### src/rtl/uart_arb_pkg.sv
// Shared types and constants for the UART0 TX two-requester arbiter.
package uart_arb_pkg;

    // Arbiter ownership states: nobody, core MMIO path, debug console path.
    typedef enum logic [1:0] {
        IDLE   = 2'd0,
        GRANT0 = 2'd1,
        GRANT1 = 2'd2
    } arb_state_t;

    // ASCII line feed, the default end-of-message byte.
    localparam logic [7:0] ASCII_LF = 8'h0A;

    // One-hot owner encoding presented on the grant port.
    function automatic logic [1:0] grant_onehot(input arb_state_t s);
        logic [1:0] g;
        g = 2'b00;
        case (s)
            GRANT0:  g = 2'b01;
            GRANT1:  g = 2'b10;
            default: g = 2'b00;
        endcase
        return g;
    endfunction

endpackage

### src/rtl/uart_tx_arbiter.sv
// Two-requester arbiter in front of the UART0 TX FIFO write port.
// A requester owns the port for a whole message (until it sends EOM_CHAR)
// or until it sits idle for TIMEOUT_CYCLES cycles, at which point the grant
// is revoked and a one-cycle timeout_evt pulse is raised. Ties out of IDLE
// go to the requester that was not served last. The data path from the
// owner to the FIFO is purely combinational.
module uart_tx_arbiter
    import uart_arb_pkg::*;
#(
    parameter int unsigned TIMEOUT_CYCLES = 1024,
    parameter logic [7:0]  EOM_CHAR       = ASCII_LF
) (
    input  logic       clk,
    input  logic       rst_n,
    input  logic       req0_valid,
    input  logic [7:0] req0_data,
    output logic       req0_ready,
    input  logic       req1_valid,
    input  logic [7:0] req1_data,
    output logic       req1_ready,
    output logic       tx_valid,
    output logic [7:0] tx_data,
    input  logic       tx_ready,
    output logic [1:0] grant,
    output logic       timeout_evt
);

    localparam int unsigned      CNT_W    = $clog2(TIMEOUT_CYCLES + 1);
    localparam logic [CNT_W-1:0] CNT_LAST = CNT_W'(TIMEOUT_CYCLES - 1);

    arb_state_t       r_state;
    arb_state_t       w_state_nxt;
    logic             r_last;        // 1 = requester 1 was served last
    logic             w_last_nxt;
    logic [CNT_W-1:0] r_cnt;         // idle cycles while a grant is held
    logic [CNT_W-1:0] w_cnt_nxt;
    logic             r_timeout;
    logic             w_timeout_nxt;
    logic             w_xfer;
    logic             w_is_eom;

    // Route the owner's handshake straight to the FIFO; everything idles at 0.
    always_comb begin
        tx_valid   = 1'b0;
        tx_data    = 8'h00;
        req0_ready = 1'b0;
        req1_ready = 1'b0;
        case (r_state)
            GRANT0: begin
                tx_valid   = req0_valid;
                tx_data    = req0_data;
                req0_ready = tx_ready;
            end
            GRANT1: begin
                tx_valid   = req1_valid;
                tx_data    = req1_data;
                req1_ready = tx_ready;
            end
            default: ;
        endcase
    end

    assign w_xfer      = tx_valid & tx_ready;
    assign w_is_eom    = (tx_data == EOM_CHAR);
    assign grant       = grant_onehot(r_state);
    assign timeout_evt = r_timeout;

    // Next-state: arbitration from IDLE, release on EOM, revoke on idle timeout.
    always_comb begin
        w_state_nxt   = r_state;
        w_last_nxt    = r_last;
        w_cnt_nxt     = r_cnt;
        w_timeout_nxt = 1'b0;
        case (r_state)
            IDLE: begin
                // Counter is held at zero so every new grant starts fresh.
                w_cnt_nxt = '0;
                if (req0_valid && (!req1_valid || r_last)) begin
                    w_state_nxt = GRANT0;
                end else if (req1_valid) begin
                    w_state_nxt = GRANT1;
                end
            end
            GRANT0, GRANT1: begin
                if (w_xfer) begin
                    // A completed EOM transfer beats a coincident timeout.
                    w_cnt_nxt = '0;
                    if (w_is_eom) begin
                        w_state_nxt = IDLE;
                        w_last_nxt  = (r_state == GRANT1);
                    end
                end else if (r_cnt == CNT_LAST) begin
                    w_state_nxt   = IDLE;
                    w_last_nxt    = (r_state == GRANT1);
                    w_cnt_nxt     = '0;
                    w_timeout_nxt = 1'b1;
                end else if (~&r_cnt) begin
                    w_cnt_nxt = r_cnt + 1'b1;
                end
            end
            default: begin
                w_state_nxt = IDLE;
                w_cnt_nxt   = '0;
            end
        endcase
    end

    // Control registers; reset drops any grant immediately.
    always_ff @(posedge clk or negedge rst_n) begin
        if (!rst_n) begin
            r_state   <= IDLE;
            r_last    <= 1'b1;
            r_cnt     <= '0;
            r_timeout <= 1'b0;
        end else begin
            r_state   <= w_state_nxt;
            r_last    <= w_last_nxt;
            r_cnt     <= w_cnt_nxt;
            r_timeout <= w_timeout_nxt;
        end
    end

endmodule

### config.mk
export PLATFORM = sky130hd
export DESIGN_NAME = uart_tx_arbiter
export DESIGN_NICKNAME = d
export VERILOG_FILES = /design/src/rtl/uart_arb_pkg.sv /design/src/rtl/uart_tx_arbiter.sv
export SDC_FILE = /design/constraint.sdc
export NUM_CORES = 1
export LEC_CHECK = 0
export ABC_CLOCK_PERIOD_IN_PS = 2800
export CORE_MARGIN = 1.5
export CORE_UTILIZATION = 45
export CTS_CLUSTER_DIAMETER = 120
export DETAILED_ROUTE_END_ITERATION = 8
export PLACE_DENSITY = 0.79
export SKIP_LAST_GASP = 1
export SYNTH_ARGS = -nofsm -noshare
export SYNTH_HDL_FRONTEND = slang
export SYNTH_SLANG_ARGS = --single-unit
### constraint.sdc
create_clock -name clk -period 2.8 [get_ports clk]
set_input_delay 0.56 -clock clk [delete_from_list [all_inputs] [get_ports clk]]
set_output_delay 0.56 -clock clk [all_outputs]
set_load 0.01 [all_outputs]
# After elaboration in Yosys (flattened, before gate mapping)
# Index checks and enable logic that the tools add are counted.
[op_classes]
addsub = 1
n_eq_ne = 9
muxes = 21
bitwise = 1
n_reduce_logical = 9
[ops]
columns = ["cell", "n"]
rows = [
  ["2-to-1 mux 11 bit", 4],
  ["case mux 8 bit (2 select lines)", 1],
  ["adder 11 x 1 -> 11 bit (second input constant)", 1],
  ["equality test 11 x 10 -> 1 bit (second input constant)", 1],
  ["AND reduction 11 bit", 1],
  ["2-to-1 mux 2 bit", 5],
  ["inequality test 3 bit (second input constant)", 3],
  ["equality test 8 x 4 -> 1 bit (second input constant)", 1],
  ["2-to-1 mux 1 bit", 8],
  ["case mux 2 bit (2 select lines)", 2],
  ["AND reduction 3 bit", 2],
  ["inequality test 4 bit (second input constant)", 1],
  ["equality test 2 x 1 -> 1 bit (second input constant)", 1],
  ["equality test 2 bit (second input constant)", 1],
  ["logical NOT 2 bit", 1],
  ["inequality test 2 x 1 -> 1 bit (second input constant)", 1],
  ["case mux 1 bit (2 select lines)", 1],
  ["nonzero test 2 bit", 1],
  ["OR reduction 2 bit", 1],
  ["bitwise AND 1 bit", 1],
  ["logical AND 1 bit", 1],
  ["logical NOT 1 bit", 1],
  ["logical OR 1 bit", 1],
]
[totals]
reg_bits = 15

# Logic depth before layout (Yosys ltp)
# Gate-level depths: netlist of the first run.
[logic_depth]
ltp_word = 6
mapped_depth = 8

# Least setup slack after synthesis of the first run
# OpenSTA, ideal clock, no wires.
[synth_path]
kind = "register -> register"
start = "register r_state[0]"
end = "register r_state[0]"
setup_ps = 79
arrival_time_ps = 1907
t_required_ps = 2721
setup_slack_ps = 814
stages_incl_launch_ff = 8
synth_period_minus_slack_ps = 1986
path_cell_list = "dfrtp_1 > inv_1 > ha_1 > or4bb_1 > o311a_1 > o41ai_2 > and3_2 > mux2i_1"
[synth_between]
elab_chain_len = 5
word_cells_on_any_way = 14
cone_classes = "eq/ne (6); mux (4); bitwise (1); reduce/logical (3)"
[synth_rtl]
columns = ["element", "line_no", "source"]
rows = [
  ["from (decl)", "uart_tx_arbiter.sv:31", "arb_state_t r_state;"],
  ["from (signal assigned)", "uart_tx_arbiter.sv:116", "r_state <= w_state_nxt;"],
  ["equality test 2 bit or equality test 2 x 1 -> 1 bit (tied branches)", "uart_tx_arbiter.sv:48, uart_tx_arbiter.sv:74", ""],
  ["case mux 8 bit (2 select lines) or case mux 1 bit (2 select lines) (tied branches)", "uart_tx_arbiter.sv:48", "case (r_state)"],
  ["equality test 8 x 4 -> 1 bit or bitwise AND 1 bit (tied branches)", "uart_tx_arbiter.sv:64, uart_tx_arbiter.sv:63", ""],
  ["inequality test 3 bit (no line) or 2-to-1 mux 2 bit (tied branches)", "n/a", ""],
  ["AND reduction 3 bit (no line) or case mux 2 bit (2 select lines) (tied branches)", "n/a", ""],
]
# Parallel ways exist; a longest one is shown, timed or not.
# A chain may end at the register's enable or synchronous reset.

# Worst setup path after layout of the first run
[layout_path]
start = "register r_state[1]"
end = "output port tx_data[0]"
[layout_between]
elab_chain_len = 2
word_cells_on_any_way = 3
cone_classes = "eq/ne (2); mux (1)"
[layout_rtl]
columns = ["element", "line_no", "source"]
rows = [
  ["equality test 2 bit or equality test 2 x 1 -> 1 bit (tied branches)", "uart_tx_arbiter.sv:48", ""],
  ["case mux 8 bit (2 select lines) (*)", "uart_tx_arbiter.sv:48", ""],
  ["to (decl)", "uart_tx_arbiter.sv:22", "output logic [7:0] tx_data,"],
]
# Every way passes the cells marked *; elsewhere a longest branch is shown, timed or not.

==> impl_results.md, run 1 <==
* Share of cells above drive strength 1 at 7.64%
* DRT Pass-1 Iters at 4
* Most common cell after layout, fill and taps aside: clkdlybuf4s50_1
* Synth async-reset ratio at 100%
* GPL Wtd Cong at 0.810
* Post-synthesis sequential area ratio at 35.8%
* DRC Markers at 0
* Overflow left after global routing at 0
* Syn_nets at 148
* Worst Path Class, Setup: reg2out
* Slowest-stage cell, CP: clkdlybuf4s50_1
* EDFF count, synth at 0
* Multi-input logic area at 637 um2
* Layout Utilization at 65.6%
* Vias per cell at 5.54
* WL/cell at 13.5 um
* Setup total negative slack at 0 ps
* Critical path, cell by cell: inv_1 > ha_1 > a22oi_1 > nor2_1 > clkdlybuf4s50_1
* Clk sinks at 15
* YS warnings at 0
* Hold Crit Start: r_cnt[6]$_DFFE_PN0P_
* Gr usage total at 20.9%
* Largest net degree at the start of global routing at 16
* Worst-Skew Late Latency at 290 ps
* Max Slew Vio Count at 0
* Largest family of logic cells by synthesized area: simple AND/OR/NAND/NOR gates
* PD cells at 664 nW/um2
* Final WL at 2500 um
* Nets at 185
* Worst Skew at 10.0 ps
* Launch point of the critical path: r_state[1]$_DFFE_PN0P_
* First-pass GRT wire length at 4160 um
* Routed Antenna Nets at 0
* Crit end category: output port
* Setup violators final at 0
* Number of max-cap violations at 0
* PortBufs at 34
* Top FF cell, synth: dfrtp_1
* Minimum clock period at 2660 ps
* Worst reg-to-reg setup slack at 360 ps
* Diode count at 0
* Tcrit/Tclk final at 95.0%
* Hold/Removal Path Class: reg2reg
* Die width at 51.3 um
* Worst R2R Start: r_state[1]$_DFFE_PN0P_
* CTS H-tree lvls at 1
* Vias in the first global route at 982
* # IOs at 35
* RSZ-0062 raised after global routing: false
* Starting Density at 47.5%
* Critical path startpoint category: flip-flop
* Synthesized area at 1050 um2
* Commonest cells after routing, fill and taps aside: 34 x clkdlybuf4s50_1, 23 x nor2_1, 14 x dfrtp_1, 8 x a22oi_1, 8 x nand2_1
* Post-synthesis xor/xnor area fraction at 4.17%
* VDD IR max at 0.466 mV
* Detail Placement HPWL at 2000 um
* Initial antenna violation count at 0
* Reg area at 377 um2
* Row count at 17
* Core ar. at 2210 um2
* Slew margin rel. at 55.3%
* Leak Pwr at 0.586 nW
* Iteration-0 DRC Markers at 17
* Synth-to-layout area growth at 38.0%
* Clock Root Buffer: clkbuf_4
* Crit path DAT at 2100 ps
* Mux cell area share after synthesis at 4.05%
* Simple-gate portion of the synthesized area at 26.5%
* Syn Inst Count at 121
* Worst EP required at 2240 ps
* CTS clk-pin slew, worst paths at 90 ps
* Die area at 2630 um2
* Synth unique cells at 35
* Status: finished clean
* Worst Tran Pin Value at 668 ps
* TritonCTS clock tree: yes
* Area share of fa/ha/maj cells after synthesis at 7.14%
* CP max FO at 12
* Register bit total from synthesis at 15
* Largest stage delay, worst path at 550 ps
* Post-synthesis compound-gate area fraction at 18.5%
* Num CTS Buffers at 3
* Average cell area after synthesis at 8.69 um2
* Clk buf depth at 2
* Fmax at 376 MHz
* Post-CTS setup buffers at 0
* Die Ht at 51.3 um
* Fin. Hold Viols at 0
* Vias at 1,024
* Fillcell total at 187
flip-flops by register name (all words and copies together) (netlist names):
| register | flops |
|---|---|
| r_state | 2 |
| r_cnt | 11 |
| timeout_evt | 1 |
| r_last | 1 |
cells by family (layout without fill, tap and decap cells):
group	Yosys count	after routing
buffers and inverters	9	45
flip-flops	15	15
multiplexers	4	4
AND/OR/NAND/NOR	55	55
AO/OA/AOI/OAI	27	27
XOR/XNOR	5	5
adder cells (fa/ha/maj)	6	6
timing repair:
item	in CTS	in global routing
endpoints found under the setup margin	0	9
hold buffers	0	0
resized for setup	0	1
worst paths after layout:
check                                       end  cells after the start
max                                  tx_data[0]                      5
min                        r_cnt[6]$_DFFE_PN0P_                      1
min reg2reg                r_cnt[6]$_DFFE_PN0P_                      1
max in group asynchronous  r_cnt[0]$_DFFE_PN0P_                      1
max reg2reg                  r_last$_DFFE_PN1P_                      7
min in group asynchronous  r_cnt[8]$_DFFE_PN0P_                      1
routing by layer:
metal | track usage (%) | wire length, um | vias to the layer above
li1 | - | - | 510
met1 | 24.1 | 1120 | 487
met2 | 38.1 | 1250 | 21
met3 | 3.80 | 88 | 6
met4 | 7.89 | 48 | 0
met5 | 0 | 0 | -
where the power goes:
| part | total [mW] | switching [mW] | internal [mW] |
|---|---|---|---|
| Sequential | 0.267 | 0.0249 | 0.242 |
| Combinational | 0.574 | 0.302 | 0.272 |
| Clock | 0.123 | 0.0695 | 0.0531 |
| Total | 0.964 | 0.397 | 0.567 |
cells in the mapped netlist (2+ instances only):
library cell  instances  area share (%)
a21oi_1               4             1.9
mux2i_1               2             1.9
a22oi_1               8             5.7
ha_1                  6             7.1
and2_1                3             1.8
mux2_1                2             2.1
or4bb_1               2             2.1
o21ai_1               6             2.9
inv_1                 5             1.8
nand3_1               5             2.4
and3_1                3             1.8
dfrtp_1              14              33
o211ai_1              3             2.1
xor2_1                4             3.3
nand2_1               8             2.9
nor2_1               23             8.2
nor3_1                3             1.4
buf_2                 2            0.95
a211oi_1              2             1.4
layout make-up:
type | count | share of cell area (%)
repair buffers | 36 | 24.5
inverters | 5 | 1.29
well taps | 28 | 2.42
clock inverters | 1 | 0.345
clock buffers | 3 | 1.55
flip-flops and latches | 15 | 26.0
multi-input cells | 97 | 43.9
worst max-delay path, delay by kind of cell (launching register included):
kind            cells  cell delay (ps)
fa+ha+maj           1              430
flops               1              420
compound gates      1              150
simple gates        1              120
buf+inv             2              690
stage by stage:
step	std cells	hold WS (ps)	instance area [um2]	power, mW	worst slack [ps]
floorplan	121	264	1050	0.612	814
global placement	181	529	1420	0.830	380
detailed placement	181	537	1420	0.844	323
CTS	185	550	1450	0.972	45.3
global route	185	611	1450	1.03	12.8
finish	185	551	1450	0.964	140
(Power assumes the default switching activity.)
==> run 2: changes to the inputs <==
--- a/config.mk
+++ b/config.mk
@@ -6,7 +6,7 @@
 export NUM_CORES = 1
 export LEC_CHECK = 0
 export ABC_CLOCK_PERIOD_IN_PS = 2800
-export CORE_MARGIN = 1.5
+export CORE_MARGIN = 5
 export CORE_UTILIZATION = 45
 export CTS_CLUSTER_DIAMETER = 120
 export DETAILED_ROUTE_END_ITERATION = 8
==> run 2 against run 1 <==
Critical endpoint is now tx_data[1]. Clock power about the same. Clock skew down 9.0 ps. Critical path depth unchanged. Global-route usage down 4.6 points. Sequential cell count unchanged. Via count about the same. Register-to-register slack better by 130 ps. Die area up 29%.
==> impl_results.md, run 2 (synthesized netlist as in run 1, its figures left out) <==
* Setup violators final at 0 (unchanged)
* # IOs at 35 (unchanged)
* DRC Markers at 0 (unchanged)
* Bufs and invs on worst path at 3 (+1)
* Worst Path Class, Setup: reg2out
* Worst reg-to-reg setup slack at 490 ps (+130 ps)
* CP most frequent cell: inv_1
* First-pass GRT wire length at 4370 um (+5.1%)
* Leak Pwr at 0.577 nW (-1.6%)
* Num CTS Buffers at 3 (unchanged)
* Hold/Removal Path Class: reg2reg
* Fillcell total at 188 (+0.53%)
* Critical path startpoint category: flip-flop
* CP max FO at 12 (unchanged)
* Die Ht at 58.3 um (+14%)
* Gr usage total at 16.3% (-4.6 points)
* Worst-Skew Late Latency at 280 ps (about the same)
* Clock Root Buffer: clkbuf_4
* Nets at 184 (-0.54%)
* Iteration-0 DRC Markers at 24 (+7)
* Initial antenna violation count at 0 (unchanged)
* Vias at 1,023 (-0.098%)
* Slew margin rel. at 57.2% (+1.8 points)
* Clk buf depth at 2 (unchanged)
* Vias per cell at 5.56 (+0.45%)
* Largest stage delay, worst path at 570 ps (+20 ps)
* Worst EP required at 2240 ps (about the same)
* Hold bufs inserted after CTS at 0 (unchanged)
* Row count at 17 (unchanged)
* PortBufs at 34 (unchanged)
* GPL Wtd Cong at 0.851 (+5.1%)
* Number of max-cap violations at 0 (unchanged)
* Overflow left after global routing at 0 (unchanged)
* Max Slew Vio Count at 0 (unchanged)
* CTS clk-pin slew, worst paths at 90 ps (about the same)
* Worst Skew at 1.06 ps (-8.99 ps)
* PD cells at 659 nW/um2 (-0.80%)
* VDD IR max at 0.416 mV (-11%)
* Crit end category: output port
* Minimum clock period at 2610 ps (-45.5 ps)
* Largest net degree at the start of global routing at 16 (unchanged)
* Most common cell after layout, fill and taps aside: clkdlybuf4s50_1
* Slowest-stage cell, CP: clkdlybuf4s50_1
* Cell family with the largest share of critical-path delay: buffers and inverters
* Synth-to-layout area growth at 37.4%
* Layout Utilization at 65.3% (-0.28 points)
* Placed cell areas at 1410 um2 (-0.53%)
* TritonCTS clock tree: yes
* Routed Antenna Nets at 0 (unchanged)
* Top Registers: r_cnt (11), r_state (2)
* Tcrit/Tclk final at 93.4% (-1.6 points)
* Setup total negative slack at 0 ps (unchanged)
* Max FFs per register at 11 (unchanged)
* Core ar. at 2210 um2 (unchanged)
* Clk sinks at 15 (unchanged)
* Crit path DAT at 2050 ps (-50 ps)
* Worst Tran Pin Value at 641 ps (-27.2 ps)
* RSZ-0062 raised after global routing: false
* Detail Placement HPWL at 2120 um (+5.7%)
* Die width at 58.3 um (+14%)
* Largest reg by FF count: r_cnt
* Share of cells above drive strength 1 at 7.05% (-0.59 points)
* Die area at 3400 um2 (+29%)
* Critical path, cell by cell: inv_1 > ha_1 > inv_1 > nor2_1 > clkdlybuf4s50_1
* Post-route cell area at 1440 um2 (-0.43%)
* Diode count at 0 (unchanged)
* Starting Density at 47.5% (unchanged)
* WL/cell at 14.3 um (+5.5%)
* Final WL at 2620 um (+5.0%)
* DRT Pass-1 Iters at 4 (unchanged)
* Fmax at 383 MHz (+1.7%)
* CTS H-tree lvls at 1 (unchanged)
* Vias in the first global route at 974 (-0.81%)
* Commonest cells after routing, fill and taps aside: 34 x clkdlybuf4s50_1, 23 x nor2_1, 14 x dfrtp_1, 8 x a22oi_1, 8 x nand2_1
* Status: finished clean
* Fin. Hold Viols at 0 (unchanged)
## run 2: cell count changes in the layout (fill, tap and decap cells not counted), sizes merged
cell    previous run  this run
buf                2         1
clkbuf             3         4
clkinv             1         0
## run 2: layout make-up
cell class                 instances  area, um2  share of cell area [%]
timing repair buffer              35        348                    24.1
clock buffer                       4       26.3                    1.82
sequential                        15        377                    26.1
tap                               28       35.0                    2.43
multi-input combinational         97        639                    44.3
inverter                           5       18.8                    1.30
## run 2: power breakdown
part	internal (mW)	leakage (nW)	switching, mW
Sequential	0.242	0.202	0.0245
Combinational	0.261	0.360	0.302
Clock	0.0552	0.0150	0.0674
## run 2: per-stage QoR
step	hold slack [ps]	total power, mW	cells	setup WS (ps)
floorplan	264	0.612	121	814
global placement	534	0.817	180	372
detailed placement	538	0.831	180	313
CTS	550	0.953	184	31.9
global route	581	1.02	184	59.8
finish	546	0.952	184	186
## run 2: path summary, 6_finish.rpt
path                                          endpoint  cells past startpoint              startpoint
worst max-delay path                        tx_data[1]                      5  r_state[0]$_DFFE_PN0P_
worst min-delay path              r_cnt[6]$_DFFE_PN0P_                      1    r_cnt[6]$_DFFE_PN0P_
worst max register to register  r_state[1]$_DFFE_PN0P_                      7  r_state[1]$_DFFE_PN0P_
worst min register to register    r_cnt[6]$_DFFE_PN0P_                      1    r_cnt[6]$_DFFE_PN0P_
max in group asynchronous       r_state[0]$_DFFE_PN0P_                      1                   rst_n
min in group asynchronous         r_cnt[2]$_DFFE_PN0P_                      1                   rst_n
## run 2: worst register-to-register path: cells and delay by family (launching register included)
| family | cells | cell delay (ps) |
|---|---|---|
| compound gates | 2 | 440 |
| mux | 1 | 180 |
| simple gates | 2 | 760 |
| flops | 1 | 410 |
| buf+inv | 1 | 120 |
| fa+ha+maj | 1 | 340 |
## run 2: per-layer routing
metal | GRT usage, % | up-vias | wire, um
met3 | 2.41 | 4 | 112
met4 | 5.63 | 0 | 29
met5 | 0 | - | 0
li1 | - | 506 | -
met2 | 27.6 | 29 | 1310
met1 | 21.0 | 484 | 1170
## run 2: what timing repair did
item | 4_1_cts | 5_1_grt
endpoints found under the setup margin | 0 | 1
endpoints found under the hold margin | 0 | 0
gates resized for setup | 0 | 2
buffers inserted | 0 | 0
